$ cat config.mk
export PLATFORM = sky130hd
export DESIGN_NAME = ping_sequencer
export DESIGN_NICKNAME = d
export VERILOG_FILES = /design/src/rtl/ping_sequencer.sv
export SDC_FILE = /design/constraint.sdc
export NUM_CORES = 1
export LEC_CHECK = 0
export BUFFER_PORTS_ARGS = -buffer_cell sky130_fd_sc_hd__buf_4
export CAP_MARGIN = 10
export CELL_PAD_IN_SITES_DETAIL_PLACEMENT = 0
export CELL_PAD_IN_SITES_GLOBAL_PLACEMENT = 2
export CORE_UTILIZATION = 34
export CTS_CLUSTER_SIZE = 12
export DETAILED_ROUTE_END_ITERATION = 8
export HOLD_SLACK_MARGIN = 0.1
export PLACE_DENSITY_LB_ADDON = 0.1
export RECOVER_POWER = 25
export REMOVE_ABC_BUFFERS = 1
export SETUP_SLACK_MARGIN = 0.02
export SLEW_MARGIN = 10
export SYNTH_ARGS = -nofsm -noshare
export SYNTH_HDL_FRONTEND = slang
export SYNTH_SLANG_ARGS = --single-unit
$ cat constraint.sdc
create_clock -name clk -period 2.7 [get_ports clk]
set_clock_uncertainty 0.2 [all_clocks]
set_input_delay 0.27 -clock clk [delete_from_list [all_inputs] [get_ports clk]]
set_output_delay 0.27 -clock clk [all_outputs]
set_load 0.01 [all_outputs]
$ cat src/rtl/ping_sequencer.sv
// Ultrasonic ping sequencer: fires the trigger pulse, runs the measurement window
// timer for the echo-time capture stage, and synchronizes the raw echo line.
module ping_sequencer #(
  parameter int unsigned TIMER_WIDTH   = 13,
  parameter int unsigned TICK_DIV      = 50,
  parameter int unsigned TRIG_TICKS    = 10,
  parameter int unsigned HOLDOFF_TICKS = 1000
) (
  input  logic                   clk,
  input  logic                   reset,
  input  logic                   start,
  input  logic                   continuous,
  input  logic                   echo_raw,
  output logic                   trig,
  output logic                   echo,
  output logic [TIMER_WIDTH-1:0] timer,
  output logic                   clear,
  output logic                   busy,
  output logic                   window_done
);

  localparam logic [1:0] S_IDLE    = 2'd0;
  localparam logic [1:0] S_TRIGGER = 2'd1;
  localparam logic [1:0] S_LISTEN  = 2'd2;
  localparam logic [1:0] S_HOLDOFF = 2'd3;

  localparam int unsigned PW   = $clog2(TICK_DIV);
  localparam int unsigned CMAX = (TRIG_TICKS > HOLDOFF_TICKS) ? TRIG_TICKS : HOLDOFF_TICKS;
  localparam int unsigned CW   = $clog2(CMAX + 1);

  localparam logic [PW-1:0]          PRESC_LAST = PW'(TICK_DIV - 1);
  localparam logic [CW-1:0]          TRIG_LAST  = CW'(TRIG_TICKS - 1);
  localparam logic [CW-1:0]          HOLD_LAST  = CW'(HOLDOFF_TICKS - 1);
  localparam logic [TIMER_WIDTH-1:0] TIMER_MAX  = '1;
  localparam logic [TIMER_WIDTH-1:0] TIMER_PEN  = TIMER_MAX - 1'b1;

  logic [1:0]             state_q, state_d;
  logic [PW-1:0]          presc_q, presc_d;
  logic [CW-1:0]          ticks_q, ticks_d;
  logic [TIMER_WIDTH-1:0] timer_q, timer_d;
  logic                   trig_q, trig_d;
  logic                   clear_q, clear_d;
  logic                   busy_q, busy_d;
  logic                   window_done_q, window_done_d;
  logic                   sync1_q, sync2_q;
  logic                   tick;

  always_comb begin
    tick    = (presc_q == PRESC_LAST);
    state_d = state_q;
    presc_d = tick ? '0 : presc_q + 1'b1;
    ticks_d = tick ? ticks_q + 1'b1 : ticks_q;
    timer_d = timer_q;

    case (state_q)
      S_IDLE: begin
        presc_d = '0;
        ticks_d = '0;
        timer_d = '0;
        if (start) state_d = S_TRIGGER;
      end
      S_TRIGGER: begin
        if (tick && ticks_q == TRIG_LAST) state_d = S_LISTEN;
      end
      S_LISTEN: begin
        // The step onto TIMER_MAX closes the window, so LISTEN never shows it.
        if (tick) begin
          timer_d = timer_q + 1'b1;
          if (timer_q == TIMER_PEN) state_d = S_HOLDOFF;
        end
      end
      default: begin
        if (tick && ticks_q == HOLD_LAST) begin
          state_d = continuous ? S_TRIGGER : S_IDLE;
          timer_d = '0;
        end
      end
    endcase

    if (state_d != state_q) begin
      presc_d = '0;
      ticks_d = '0;
    end

    // Outputs are registered from the next state so they align with it.
    trig_d        = (state_d == S_TRIGGER);
    clear_d       = (state_d == S_TRIGGER) && (state_q != S_TRIGGER);
    busy_d        = (state_d != S_IDLE);
    window_done_d = (state_d == S_HOLDOFF) && (state_q != S_HOLDOFF);
  end

  always_ff @(posedge clk) begin
    if (!reset) begin
      state_q       <= S_IDLE;
      presc_q       <= '0;
      ticks_q       <= '0;
      timer_q       <= '0;
      trig_q        <= 1'b0;
      clear_q       <= 1'b0;
      busy_q        <= 1'b0;
      window_done_q <= 1'b0;
      sync1_q       <= 1'b0;
      sync2_q       <= 1'b0;
    end else begin
      state_q       <= state_d;
      presc_q       <= presc_d;
      ticks_q       <= ticks_d;
      timer_q       <= timer_d;
      trig_q        <= trig_d;
      clear_q       <= clear_d;
      busy_q        <= busy_d;
      window_done_q <= window_done_d;
      sync1_q       <= echo_raw;
      sync2_q       <= sync1_q;
    end
  end

  assign trig        = trig_q;
  assign echo        = sync2_q;
  assign timer       = timer_q;
  assign clear       = clear_q;
  assign busy        = busy_q;
  assign window_done = window_done_q;

endmodule

==> key figures <==
Status
  • Status: complete, no violations

Global route
  • Vias in the first global route: 1,324
  • Grt total ovfl: 0
  • Largest net degree at the start of global routing: 13
  • Global Route Usage Sum: 14.57%
  • First-pass GRT wire length: 5.934 mm
  • Initial antenna violation count: 0

Drt
  • Max Used Layer: met4
  • WL/cell: 12.53 um
  • Vias: 1,449
  • DR vias/cell: 4.929
  • M1 wire length: 1.771 mm
  • Post-route ant nets: 0
  • First-pass iteration count of the detailed router: 4
  • Routed wl met3: 121 um
  • Residual DRC: 0
  • DR WL met2: 1.735 mm
  • Starting DRC count in detailed routing: 38
  • Post-Route WL: 3.683 mm

Place
  • Placer Congestion: 0.8240
  • Place WS: 559.1 ps
  • DPL Wire Length: 2.778 mm
  • Port bufs: 22

Setup path
  • CP arrival: 2130 ps
  • Worst-path maximum fanout: 5
  • Worst reg2reg setup slack: 560 ps
  • Crit path required time: 2690 ps
  • Crit Path Category: flop to flop
  • Worst Setup Start Kind: flop
  • Worst Setup End Kind: flop

Power
  • Power Density: 472.2 nW/um^2
  • Peak supply drop: 0.0001888 V
  • Lkg Pwr: 0.7270 nW

Timing
  • Final min period: 2140 ps
  • Unrepaired setup endpoints after global routing: no
  • Setup-failing EPs final: 0
  • Hold Slack: 191.5 ps
  • Worst slew margin: 72.68%
  • Final Cycle Share: 79.27%
  • Actual slew at the worst max-slew pin: 408.9 ps
  • Worst setup margin: 559.7 ps
  • Final Max Slew Viols: 0
  • Max Freq: 467.2 MHz
  • Fin Setup TNS: 0 ps
  • Hold Vio Cnt, Final: 0

Synth
  • Asr flop ratio synth: 0%
  • Post-Syn Area: 1750 um^2
  • Top-area cell type share of the netlist area: 42.32%
  • Top cells by area, synth: dfxtp_1 42%, xor2_1 7.5%, nor2_1 6.4%
  • Synth unique cells: 38
  • Number of synthesized flops with an enable pin: 0
  • Post-synthesis sequential area ratio: 42.32%
  • Synth Flop Type: dfxtp_1
  • Synth cell count leaders: 37 x dfxtp_1, 30 x nor2_1, 15 x xor2_1
  • Syn_area_per_cell: 8.841 um^2
  • Dominant cell type by area after synthesis: dfxtp_1
  • Ys Warns: 0
  • Synth Register Bits: 37
  • Count leader, synth: dfxtp_1
  • Synth Instances: 198

Layout
  • Nets: 237
  • Layout area overhead: 17.30%
  • N_diodes: 0
  • Share of cells above drive strength 1: 10.57%

Die
  • Die height: 73.75 um
  • Core Region: 4848 um^2
  • # IOs: 23
  • Initial Util: 36.10%
  • DIE WIDTH: 73.75 um
  • Die ar.: 5439 um^2
  • Row count: 25

Clock network
  • Post-CTS Resized: 0
  • CTS root buffer: clkbuf_8
  • Total CTS buffers: 5
  • Reg clk slew, reported paths: 80 ps
  • Clock latency on the worst-skew pair: 290 ps
  • Clk buf depth: 2
  • Max H-tree Level: 2
  • CTS Sinks: 37
  • TritonCTS clock tree: yes

Job
  • Max-cap violations: 0

Worst hold path
  • Hold WC Path Type: input pin to flop
==> state kept, by name, indices dropped and copies added (netlist names) <==
| register | count |
|---|---|
| echo | 1 |
| sync1_q | 1 |
| window_done | 1 |
| presc_q | 6 |
| timer | 13 |
| busy | 1 |
| clear | 1 |
| trig | 1 |
| state_q | 2 |
| ticks_q | 10 |
==> stage by stage <==
stage          cells  utilization [%]  instance area [um^2]  power [W]
2_1_floorplan    192                -                  1722  0.0005899
3_3_place_gp     283            40.95                  1986  0.0006104
3_5_place_dp     283            40.95                  1986  0.0006112
4_1_cts          294            43.35                  2102  0.0009869
5_1_grt          294            42.35                  2053   0.001016
6_report         294            42.35                  2053  0.0009695
==> cell usage in the layout, fill, tap and decap left out, drive strengths merged, types with 4 or more instances in the layout <==
cell type / netlist / final
nand3: 11 / 11
nand4: 13 / 13
xor2: 15 / 15
clkbuf: 3 / 18
inv: 6 / 6
and2: 4 / 4
o21ai: 4 / 4
dfxtp: 37 / 37
nor3: 8 / 8
nor2: 30 / 30
nand2: 12 / 12
buf: 3 / 11
ha: 6 / 6
nor2b: 4 / 4
xnor2: 8 / 8
and3: 4 / 4
==> layer usage <==
metal / up-vias / GRT usage (%)
met2: 24 / 24.26
met4: 0 / 5.128
li1: 741 / -
met1: 679 / 17.68
met5: - / 0
met3: 5 / 4.527
==> worst max-delay path, stage by stage, from the launching register on <==
cell and delay, ps:
dfxtp_1 380, ha_1 200, and4b_1 240, nand2b_1 130, or4_4 530, o211ai_2 130
a21bo_1 230
==> repair_timing <==
item / CTS / global route
endpoints found under the setup margin: 0 / 0
hold buffers: 3 / 0
buffers inserted: 0 / 0
endpoints found under the hold margin: 6 / 0
==> logic make-up (layout without fill, tap and decap cells) <==
group                    Yosys count  count (layout)  share of synthesized area [%]
adder cells (fa/ha/maj)            6               6                          4.289
flip-flops                        37              37                          42.32
XOR/XNOR                          23              23                          11.51
AO/OA/AOI/OAI                     15              15                          5.933
AND/OR/NAND/NOR                  105             105                          33.02
buffers and inverters             12              41                          2.931
==> area by class of cell <==
class | count | area (um^2)
multi-input cells | 149 | 958.4
clock inverters | 3 | 17.52
repair buffers | 27 | 161.4
inverters | 6 | 22.52
fillers | 534 | 2795
flip-flops and latches | 37 | 740.7
clock buffers | 5 | 68.82
well taps | 67 | 83.83
==> final timing paths <==
check,to,cells past startpoint,startpoint
setup / recovery,busy$_SDFF_PN0_,6,presc_q[0]$_SDFF_PP0_
hold / removal,state_q[0]$_SDFF_PN0_,4,continuous
setup reg to reg,busy$_SDFF_PN0_,6,presc_q[0]$_SDFF_PP0_
hold reg to reg,echo$_SDFF_PN0_,1,sync1_q$_SDFF_PN0_
==> power breakdown <==
part	total, W	internal (W)	switching [W]
registers	0.000557	0.000552	0.00000456
clock network	0.000372	0.000178	0.000194
logic	0.0000409	0.0000169	0.0000240
Note: power is estimated with default switching activity, not from simulation.
